$ cat config.mk
export PLATFORM = sky130hd
export DESIGN_NAME = dacxx1s101
export DESIGN_NICKNAME = d
export VERILOG_FILES = /design/src/rtl/dacxx1s101.sv
export SDC_FILE = /design/constraint.sdc
export NUM_CORES = 1
export LEC_CHECK = 0
export ABC_CLOCK_PERIOD_IN_PS = 4100
export CAP_MARGIN = 20
export CORE_UTILIZATION = 50
export CTS_CLUSTER_SIZE = 40
export DETAILED_ROUTE_END_ITERATION = 10
export PLACE_DENSITY = 0.75
export RECOVER_POWER = 100
export SLEW_MARGIN = 20
export SYNTH_ARGS = -nofsm -noshare
export SYNTH_HDL_FRONTEND = slang
export SYNTH_SLANG_ARGS = --single-unit
$ cat constraint.sdc
create_clock -name clk -period 4.1 [get_ports clk]
set_clock_uncertainty 0.15 [all_clocks]
set_input_delay 0.41 -clock clk [delete_from_list [all_inputs] [get_ports clk]]
set_output_delay 0.41 -clock clk [all_outputs]
set_load 0.1 [all_outputs]
$ cat src/rtl/dacxx1s101.sv
// Write-only serial driver for the TI DACxx1S101 family (8/10/12-bit DACs).
// Takes one sample over an active-low four-phase handshake and shifts out a
// single 16-bit frame on sync/din. clk is also the DAC SCLK. din changes on
// the rising edge so it is stable when the DAC samples on the falling edge.
//
// Ports:
//   clk           system clock, routed to the DAC SCLK pin
//   reset         asynchronous active-low reset
//   startWrite    active-low write request (dataIn/pdMode stable while low)
//   dataIn        unsigned sample, MSB first on the wire
//   pdMode        DAC power-down bits PD1:PD0 (00 = normal operation)
//   sync          DAC SYNC, active-low frame enable
//   din           DAC serial data
//   writeComplete active-low acknowledge
module dacxx1s101 #(
    parameter int unsigned DAC_RES          = 8,
    parameter int unsigned TICKS_WAIT_QUIET = 2,
    parameter int unsigned TICKS_WAIT_RESET = 7
) (
    input  logic               clk,
    input  logic               reset,
    input  logic               startWrite,
    input  logic [DAC_RES-1:0] dataIn,
    input  logic [1:0]         pdMode,
    output logic               sync,
    output logic               din,
    output logic               writeComplete
);

    localparam int unsigned FRAME_W = 16;
    localparam int unsigned CNT_W   = 5;
    localparam int unsigned QUIET_W = 3;
    localparam int unsigned PAD_W   = 12 - DAC_RES;

    typedef enum logic [1:0] {
        IDLE  = 2'd0,
        SHIFT = 2'd1,
        QUIET = 2'd2
    } state_t;

    state_t               state, state_nxt;
    logic [CNT_W-1:0]     bit_cnt, bit_cnt_nxt;
    logic [QUIET_W-1:0]   quiet_cnt, quiet_nxt;
    logic [FRAME_W-1:0]   shreg, shreg_nxt;
    logic                 sync_nxt, din_nxt, wc_nxt;
    logic [FRAME_W-1:0]   frame_c;
    logic                 request_c;
    logic                 start_c;

    // Frame layout: 00, PD1:PD0, sample left-justified into bits 11..0.
    always_comb begin
        frame_c        = FRAME_W'(dataIn) << PAD_W;
        frame_c[13:12] = pdMode;
    end

    // A new request only counts once the previous ack has been released.
    assign request_c = !startWrite && writeComplete;

    // The quiet count is the number of SYNC-high cycles still owed, so a
    // waiting request may launch on the edge that ends the last one.
    assign start_c = request_c &&
                     ((state == IDLE) ||
                      ((state == QUIET) && (quiet_cnt <= QUIET_W'(1))));

    // Next-state and next-output logic.
    always_comb begin
        state_nxt   = state;
        bit_cnt_nxt = bit_cnt;
        quiet_nxt   = quiet_cnt;
        shreg_nxt   = shreg;
        sync_nxt    = sync;
        din_nxt     = din;
        wc_nxt      = writeComplete;

        // Ack release: only outside a frame, once the requester lets go.
        if (sync && !writeComplete && startWrite) begin
            wc_nxt = 1'b1;
        end

        case (state)
            IDLE: begin
                bit_cnt_nxt = '0;
                quiet_nxt   = '0;
            end
            SHIFT: begin
                if (bit_cnt == CNT_W'(FRAME_W)) begin
                    state_nxt = QUIET;
                    sync_nxt  = 1'b1;
                    din_nxt   = 1'b0;
                    quiet_nxt = QUIET_W'(TICKS_WAIT_QUIET);
                    if (!startWrite) begin
                        wc_nxt = 1'b0;
                    end
                end else begin
                    din_nxt     = shreg[FRAME_W-1];
                    shreg_nxt   = {shreg[FRAME_W-2:0], 1'b0};
                    bit_cnt_nxt = bit_cnt + CNT_W'(1);
                end
            end
            QUIET: begin
                bit_cnt_nxt = '0;
                if (quiet_cnt <= QUIET_W'(1)) begin
                    quiet_nxt = '0;
                    state_nxt = IDLE;
                end else begin
                    quiet_nxt = quiet_cnt - QUIET_W'(1);
                end
            end
            default: begin
                state_nxt = IDLE;
                sync_nxt  = 1'b1;
                din_nxt   = 1'b0;
            end
        endcase

        // Frame launch: load the whole frame and drive its MSB immediately.
        if (start_c) begin
            state_nxt   = SHIFT;
            shreg_nxt   = {frame_c[FRAME_W-2:0], 1'b0};
            din_nxt     = frame_c[FRAME_W-1];
            sync_nxt    = 1'b0;
            bit_cnt_nxt = CNT_W'(1);
            quiet_nxt   = '0;
        end
    end

    // State and output registers; reset abandons any frame in flight.
    always_ff @(posedge clk or negedge reset) begin
        if (!reset) begin
            state         <= QUIET;
            bit_cnt       <= '0;
            quiet_cnt     <= QUIET_W'(TICKS_WAIT_RESET);
            shreg         <= '0;
            sync          <= 1'b1;
            din           <= 1'b0;
            writeComplete <= 1'b1;
        end else begin
            state         <= state_nxt;
            bit_cnt       <= bit_cnt_nxt;
            quiet_cnt     <= quiet_nxt;
            shreg         <= shreg_nxt;
            sync          <= sync_nxt;
            din           <= din_nxt;
            writeComplete <= wc_nxt;
        end
    end

endmodule

==> run summary <==
Of the post-synthesis cell area, the part taken by muxes is 0.7547%. The die boundary width is 53.50 um, and the combinational share of power is 47.3%. Once detail routing completed, the nets flagged for antenna violations numbered 0.

The setup check on the worst reg-to-reg path leaves a slack of 1.20 ns. The source-to-sink clock delay at the later pin of the worst-skew pair came out at 0.31 ns. The total nets after synthesis came out at 161. The count of cells in the finished layout, fillers not included, comes to 184. Of the total synthesized cell area, the portion taken by full adders, half adders and majority gates is 6.604%. During placement, the flow inserted port buffers numbering 15. For the total standard cell area after synthesis, the log shows 1326 um2.

After clock tree synthesis, the clock-pin slew on the worst setup and hold paths is 0.13 ns. The total count of max-transition violations in the final report came out at 27. The analysis attributes to cell leakage a power of 0.0006294 uW. Via count of the first global-routing pass: 945.

The critical path goes through inv_1, ha_1, o21ai_1, a41oi_1, a31oi_1. In the final routed layout, each cell accounts on average for 14.07 um. The tools report the fmax as 0.3448 GHz.

The post-synthesis cell type count is 40. The final instance area is 1491 um2, and the proportion of total power due to net switching is 43.24%. The number of vias per cell after detailed routing is 5.620.

In the synthesized netlist, the cells that appear most often are nand2_1, dfrtp_1, nor2_1. In the synthesized netlist, the number of instances is 141. The routed via count was 1034. Combinational family with the most area after synthesis: simple AND/OR/NAND/NOR gates. The top-area cell type share of the netlist area came out at 33.96%. For the standard cell core area, the log shows 2500 um2. Global routing consumed, over all layers together, 20.47% of the routing resources. The path category of the worst min-delay check is reg -> reg. At the worst endpoint, the required time is 4.20 ns. The maximum clock path buffer count is 2.

The share of the synthesized netlist area taken by xor and xnor gates works out to 0.6604%. The starting utilization of the core area came out at 53.05%. The placed instances occupy a cell area of 1458 um2. Summed over all nets, the half-perimeter wirelength after detailed placement is 1923 um.

The die covers 2862 um2. The repair_antennas step left the layout with diodes totalling 0. Final number of hold-violating endpoints: 0.

The slowest stage cell on the critical path was o21ai_1. The run finished, with violations left. The detailed-router iteration count before antenna repair is 4. The logs give 0.0005946 V for the maximum resistive drop on vdd and 0.8483 for the global placement routability congestion. The most common cell in the synthesized netlist is nand2_1. The share of power burned in registers was 36.5%; the flip-flop and latch count after synthesis was 24. In this run the power spent charging and discharging nets is 457.9 uW. The routed design could run at a clock period as short as 2.900 ns. The worst setup path is launched from a flip-flop. The die height was 53.50 um. The sum of overflow across all layers after global routing was 0; the post-synthesis compound-gate area fraction was 16.98%. Sorting the synthesized cells by area gives the leading types as dfrtp_1, dfstp_2, nand2_1.

Setup repair after global routing left no endpoint under its margin. Post-synthesis share of cell area spent on and, or, nand and nor gates: 22.36%. At the pin with the least slew margin, the transition time is 1.622 ns.

The run gives 0 as the number of antenna violations at the first check in global routing. The post-route DRC violation count was 0. After layout, the worst path uses 70.73% of the clock period. The final reports fail on max-capacitance violations, max-slew violations. For the deepest level of the CTS H-tree, the log shows 1.

The most used flip-flop cell after synthesis is dfrtp_1. Gates resized during post-CTS repair numbered 0. Counting every sink on the clock net gives 24.

Of the synthesized area, sequential elements account for 45.85%. In this run, CTS created clock tree buffers numbering 3. Setup violations remaining at the end of the flow were counted as 0. The clock network accounts for 16.1% of the total power. The fraction of layout instances using a drive strength above 1 is 9.091%, and the power density over the cells is 710.0 nW/um2.

The aggregate negative setup slack is 0 ns. During synthesis, Yosys emitted a total of 0 warnings. The run gives 3.00 ns as the worst endpoint data arrival time. TritonCTS built the clock tree. Wires add up to 2588 um.

The peak per-stage delay on the critical path was 1.26 ns. The root buffer cell chosen for the clock tree is clkbuf_4. Of all nets on the critical path, the largest fanout is 26. The tools report the maximum number of pins on one net before global-route repair as 27. The first routing iteration left 37 violations.

Proportion of synthesized flip-flops having asynchronous set or reset: 100.0%. For this run, the share of the core covered by cells in the final layout is 59.66%. The worst pin sits at a relative slew slack of -8.884%.

The max-capacitance violation count came out at 1. The critical path is of the reg -> reg type. The first global-routing pass estimated 4222 um of wire. In this run the post-CTS setup repair buffer count came out at 0. The total number of nets in the final design was 175; the cell total after placement was 180. The worst setup path is captured at a flip-flop. The largest total area in the synthesized netlist belongs to dfrtp_1. Yosys mapped a number of flops with a built-in enable equal to 0.

Relative to the synthesized area, the layout overhead comes to 12.45%. The internal cell power is 601.0 uW. The number of I/O pins was 16; the post-synthesis average cell area was 9.406 um2. Buffers inserted to repair hold after CTS numbered 0. The tools report the placement row count as 18.
## final timing paths
path / startpoint / endpoint / cells past startpoint
max: state[1] / quiet_cnt[2] / 5
min reg2reg: sync / sync / 2
max in group asynchronous: reset / writeComplete / 2
max reg2reg: state[1] / quiet_cnt[2] / 5
min: sync / sync / 2
min in group asynchronous: reset / bit_cnt[3] / 1
## worst max-delay path, delay by kind of cell (launching register included)
kind	cells	cell delay [ns]
adders and majority gates	1	0.27
buffers and inverters	1	0.08
AOI/OAI and AO/OA	3	1.76
DFF	1	0.57
## routing by layer
layer | vias to the layer above | GRT usage, % | routed length, um
met5 | - | 0 | 0
met4 | 0 | 5.702 | 0
met3 | 0 | 2.586 | 73
met2 | 21 | 34.58 | 1309
met1 | 499 | 27.16 | 1205
li1 | 514 | - | -
## sequential cells by signal, summed over array words and instances, names as in the netlist
| name | cells |
|---|---|
| bit_cnt | 5 |
| din | 1 |
| quiet_cnt | 3 |
| shreg | 11 |
| state | 2 |
| sync | 1 |
| writeComplete | 1 |
## per-stage QoR
step	power (uW)	hold slack, ns	setup slack, ns
6_report	1059	0.3560	1.200
5_1_grt	1137	0.3893	0.9798
4_1_cts	1076	0.3619	1.509
3_5_place_dp	903.7	0.3348	1.797
3_3_place_gp	880.7	0.3372	1.886
2_1_floorplan	826.4	-0.03559	2.207
## cells by family (layout without fill, tap and decap cells)
group	count (synthesis)	in the layout
AND/OR/NAND/NOR	60	60
AO/OA/AOI/OAI	34	34
flip-flops	24	24
buffers and inverters	14	27
adder cells (fa/ha/maj)	7	7
XOR/XNOR	1	1
multiplexers	1	1
## power by group through the flow
stage	sequential (uW)	combinational (uW)	clock, uW
5_1_grt	399	554	184
2_1_floorplan	450	376	0
6_report	387	501	171
3_3_place_gp	387	494	0
3_5_place_dp	393	510	0
4_1_cts	388	512	175
## placed cells by master, fill, tap and decap left out, types with 4 or more instances in the layout
cell / Yosys / final
inv_1: 7 / 7
a21oi_1: 6 / 7
nor2_1: 15 / 15
ha_1: 7 / 7
nand2_1: 28 / 28
clkdlybuf4s50_1: 0 / 11
dfrtp_1: 18 / 18
a31oi_1: 10 / 10
o21ai_0: 7 / 7
dfstp_2: 6 / 5
dlygate4sd3_1: 0 / 4
## layout make-up
cell class	instances	area [um2]
Fill cell	225	1008
Multi-Input combinational cell	103	613.1
Sequential cell	24	608.1
Timing Repair Buffer	16	153.9
Tap cell	30	37.54
Clock inverter	1	30.03
Inverter	7	26.28
Clock buffer	3	22.52
Power figures use the tool's default switching activity.
==> edit 1, RTL diff (config.mk and constraints unchanged) <==
`DAC_RES`: 8 -> 16.
--- a/src/rtl/dacxx1s101.sv
+++ b/src/rtl/dacxx1s101.sv
@@ -14,5 +14,5 @@
 //   writeComplete active-low acknowledge
 module dacxx1s101 #(
-    parameter int unsigned DAC_RES          = 8,
+    parameter int unsigned DAC_RES          = 16,
     parameter int unsigned TICKS_WAIT_QUIET = 2,
     parameter int unsigned TICKS_WAIT_RESET = 7
Interface: changed (resized dataIn); port bits go from 16 to 24. No check against the original RTL was run, so the function may have changed too.
==> edit 1 against the original RTL <==
- setup slack improved by 0.086 ns
- sequential cell count decreased by 8
- non-clock buffer count is 9 lower
- maximum frequency up 3.1%
- power shrank 35%
- utilization rose by 0.054 points
- area after synthesis decreased by 29%
- wire length decreased by 33%
- cell area down 30%
==> edit 1: results <==
# TYPE chip_impl_metric gauge
chip_impl_metric{name="globalRouteMet3Util",unit="%"} 3.57
chip_impl_metric{name="half_perimeter_wire_length_after_detailed_placement",unit="mm"} 1.28
chip_impl_metric{name="post_synth_fa_ha_maj_area_fraction",unit="%"} 9.28
chip_impl_metric{name="synthXorXnorAreaFrac",unit="%"} 0.928
chip_impl_info{name="run_status",value="complete, no violations"} 1
chip_impl_metric{name="routed_length_on_met3",unit="um"} 26
chip_impl_metric{name="critical_path_peak_fanout",unit=""} 13
chip_impl_metric{name="grtUsageMet1",unit="%"} 25.7
chip_impl_metric{name="worst_ir_drop_vdd",unit="V"} 0.000390
chip_impl_metric{name="synthMuxAreaShare",unit="%"} 1.06
chip_impl_metric{name="met2RoutedLength",unit="um"} 874
chip_impl_metric{name="drive_gt1_share",unit="%"} 13.1
chip_impl_metric{name="place.port_buffers",unit=""} 7
chip_impl_metric{name="route.detailed.wl_per_inst",unit="um"} 13.1
chip_impl_info{name="top_layer",value="met4"} 1
chip_impl_metric{name="static_power_due_to_leakage",unit="uW"} 0.000452
chip_impl_metric{name="drt_iter0_markers",unit=""} 13
chip_impl_metric{name="sequential_fraction_of_the_synthesis_area",unit="%"} 43.2
chip_impl_metric{name="syn-mean-instance-area",unit="um^2"} 9.43
chip_impl_metric{name="holdPathStages",unit=""} 1
chip_impl_info{name="worst_hold_path.endpoint",value="quiet_cnt[0]"} 1
chip_impl_metric{name="fin_nets",unit=""} 136
chip_impl_metric{name="synth_cell_type_count",unit=""} 32
chip_impl_metric{name="vias_per_cell",unit=""} 5.40
chip_impl_metric{name="worst_slew_pin_slew",unit="ns"} 1.41
chip_impl_info{name="crit_slowest_cell",value="sky130_fd_sc_hd__o21ai_0"} 1
chip_impl_metric{name="critPathMaxStageDelay",unit="ns"} 1.11
chip_impl_metric{name="grt_max_degree",unit=""} 17
chip_impl_metric{name="postSynthNetCount",unit=""} 128
chip_impl_metric{name="grt_usage",unit="%"} 19.2
chip_impl_info{name="top_cells_by_area_synth",value="sky130_fd_sc_hd__dfrtp_1, sky130_fd_sc_hd__dfstp_2, sky130_fd_sc_hd__ha_1"} 1
==> edit 1: changes by cell type after synthesis, sizes merged, moves of 3 or more <==
cell   change
o21ai      -3
buf        -4
a31oi      -9
dfrtp      -8
a21oi      +3
nor2       -9
nand2     -15
==> edit 1: layout make-up <==
class / count / area share [%]
timing repair buffer: 7 / 6.72
multi-input combinational: 72 / 45.7
sequential: 16 / 39.1
inverter: 8 / 2.88
tap: 25 / 3.00
clock buffer: 4 / 2.52
==> edit 1: stage by stage <==
step | instance area [um^2] | setup slack [ns] | utilization (%) | total power (uW)
after global placement | 1030 | 1.87 | 58.9 | 601
after CTS | 1050 | 1.55 | 60.4 | 699
final | 1040 | 1.29 | 59.7 | 686
after floorplan | 943 | 2.24 | - | 538
after detailed placement | 1030 | 1.86 | 58.9 | 613
after global routing | 1040 | 1.03 | 59.7 | 741
==> edit 1: where the power goes <==
group	total (uW)	internal, uW	switching (uW)
registers	243	208	34.8
clock network	83.9	37.7	46.3
logic	359	125	235
==> edit 2, RTL diff (config.mk and constraints unchanged) <==
Made on the original files. Add an input register stage for `startWrite`, `dataIn` and `pdMode`; this delays them by one clock.
--- a/src/rtl/dacxx1s101.sv
+++ b/src/rtl/dacxx1s101.sv
@@ -39,4 +39,14 @@
     } state_t;
 
+    logic startWrite_q;
+    logic [DAC_RES-1:0] dataIn_q;
+    logic [1:0] pdMode_q;
+
+    always_ff @(posedge clk) begin
+        startWrite_q <= startWrite;
+        dataIn_q     <= dataIn;
+        pdMode_q     <= pdMode;
+    end
+
     state_t               state, state_nxt;
     logic [CNT_W-1:0]     bit_cnt, bit_cnt_nxt;
@@ -50,10 +60,10 @@
     // Frame layout: 00, PD1:PD0, sample left-justified into bits 11..0.
     always_comb begin
-        frame_c        = FRAME_W'(dataIn) << PAD_W;
-        frame_c[13:12] = pdMode;
+        frame_c        = FRAME_W'(dataIn_q) << PAD_W;
+        frame_c[13:12] = pdMode_q;
     end
 
     // A new request only counts once the previous ack has been released.
-    assign request_c = !startWrite && writeComplete;
+    assign request_c = !startWrite_q && writeComplete;
 
     // The quiet count is the number of SYNC-high cycles still owed, so a
@@ -74,5 +84,5 @@
 
         // Ack release: only outside a frame, once the requester lets go.
-        if (sync && !writeComplete && startWrite) begin
+        if (sync && !writeComplete && startWrite_q) begin
             wc_nxt = 1'b1;
         end
@@ -89,5 +99,5 @@
                     din_nxt   = 1'b0;
                     quiet_nxt = QUIET_W'(TICKS_WAIT_QUIET);
-                    if (!startWrite) begin
+                    if (!startWrite_q) begin
                         wc_nxt = 1'b0;
                     end
Formal check against the unedited RTL: not equivalent (a bounded check fails within 10 cycles, from zero or initial values and one cycle with reset low).
==> edit 2 against the original RTL <==
- the flow still finishes with violations (capacitance limit, slew limit)
- sequential cell count increased by 11
- wire length rose by 2.7%
- global-route usage shrank 1.6 points
- cell area increased by 14%
- area after synthesis increased by 12%
- setup slack lost 0.22 ns
- highest routed layer is now met4
- die area rose by 12%
- critical path depth did not move
Power is not compared: it rests on default switching activity, and its combinational part moved more than twofold at a synthesized area within 25%.
==> edit 2: results <==
# TYPE chip_impl_metric gauge
chip_impl_metric{name="drive_gt1_share",unit="%"} 8.19
chip_impl_metric{name="routabilityCongestion",unit=""} 0.816
chip_impl_metric{name="worst_slew_pin_slew",unit="ns"} 1.69
chip_impl_metric{name="non_clock_buffer_count",unit=""} 17
chip_impl_metric{name="synth_cell_type_count",unit=""} 35
chip_impl_metric{name="multi_input_comb_area",unit="um^2"} 592
chip_impl_metric{name="grt_first_pass_wirelength",unit="mm"} 4.51
chip_impl_metric{name="place.detailed.instances",unit=""} 193
chip_impl_metric{name="critical_path_arrival",unit="ns"} 3.24
chip_impl_metric{name="area_delta_synth_final",unit="%"} 14.5
chip_impl_metric{name="synth_cells",unit=""} 153
chip_impl_metric{name="drt_iter0_markers",unit=""} 26
chip_impl_metric{name="final-instance-count-excl-fill",unit=""} 202
chip_impl_metric{name="grt_usage",unit="%"} 18.9
chip_impl_metric{name="max_cap_viol_count",unit=""} 1
chip_impl_metric{name="half_perimeter_wire_length_after_detailed_placement",unit="mm"} 1.85
chip_impl_metric{name="area_share_nonclk_buffers",unit="%"} 9.24
chip_impl_metric{name="clk_transition_reported_paths",unit="ns"} 0.10
chip_impl_metric{name="drv_slew",unit=""} 28
chip_impl_metric{name="tritoncts.num_buffers",unit=""} 5
chip_impl_metric{name="final.clkbuf_count",unit=""} 7
chip_impl_info{name="violations",value="capacitance limit, slew limit"} 1
chip_impl_metric{name="max_freq",unit="MHz"} 320
chip_impl_metric{name="clock_buffers_and_inverters_area_share",unit="%"} 3.52
chip_impl_metric{name="synthMuxAreaShare",unit="%"} 1.43
chip_impl_info{name="run_status",value="finished, violations left"} 1
chip_impl_info{name="synth_common_cells",value="sky130_fd_sc_hd__nand2_1, sky130_fd_sc_hd__dfrtp_1, sky130_fd_sc_hd__nor2_1, sky130_fd_sc_hd__dfxtp_1, sky130_fd_sc_hd__a31oi_1"} 1
chip_impl_metric{name="grt_max_degree",unit=""} 28
chip_impl_metric{name="synthXorXnorAreaFrac",unit="%"} 1.18
chip_impl_metric{name="die_width",unit="um"} 56.6
chip_impl_metric{name="area.share.sequential",unit="%"} 48.5
chip_impl_metric{name="async_s_r_ff_share_synth",unit="%"} 68.6
-- edit 2: changes by cell type after synthesis, moves of 2 or more --
cell / change
sky130_fd_sc_hd__dfxtp_1: +11
sky130_fd_sc_hd__clkbuf_1: +3
sky130_fd_sc_hd__a21oi_1: +2
sky130_fd_sc_hd__nand2_1: +2
-- edit 2: per-layer routing --
layer / GRT usage (%) / up-vias / part of all wire (%)
met4: 11.1 / 0 / 1.8
met2: 31.3 / 28 / 48
met1: 21.5 / 542 / 46
met3: 5.53 / 5 / 4.1
met5: 0 / - / 0
li1: - / 555 / -
-- edit 2: worst paths after layout --
| check | from | endpoint | slack (ns) | cells past startpoint |
|---|---|---|---|---|
| worst min register to register | dataIn_q[0] | shreg[5] | 0.26 | 2 |
| min in group asynchronous | reset | din | 0.71 | 2 |
| max in group asynchronous | reset | bit_cnt[1] | 2.34 | 2 |
| worst max register to register | state[1] | quiet_cnt[0] | 0.98 | 5 |
| worst min-delay path | dataIn_q[0] | shreg[5] | 0.26 | 2 |
| worst max-delay path | state[1] | quiet_cnt[0] | 0.98 | 5 |
-- edit 2: worst max-delay path, stage by stage, from the launching register on --
cell and delay (ns):
sky130_fd_sc_hd__dfstp_1 0.59, sky130_fd_sc_hd__inv_1 0.08, sky130_fd_sc_hd__ha_1 0.26, sky130_fd_sc_hd__o21ai_1 1.31, sky130_fd_sc_hd__a21oi_1 0.30, sky130_fd_sc_hd__mux2_2 0.37
-- edit 2: logic make-up (layout without fill, tap and decap cells) --
group / after synthesis / in the layout
simple gates: 60 / 60
xor+xnor: 2 / 2
compound gates: 32 / 32
fa+ha+maj: 7 / 7
buf+inv: 15 / 33
mux: 2 / 2
flops: 35 / 35
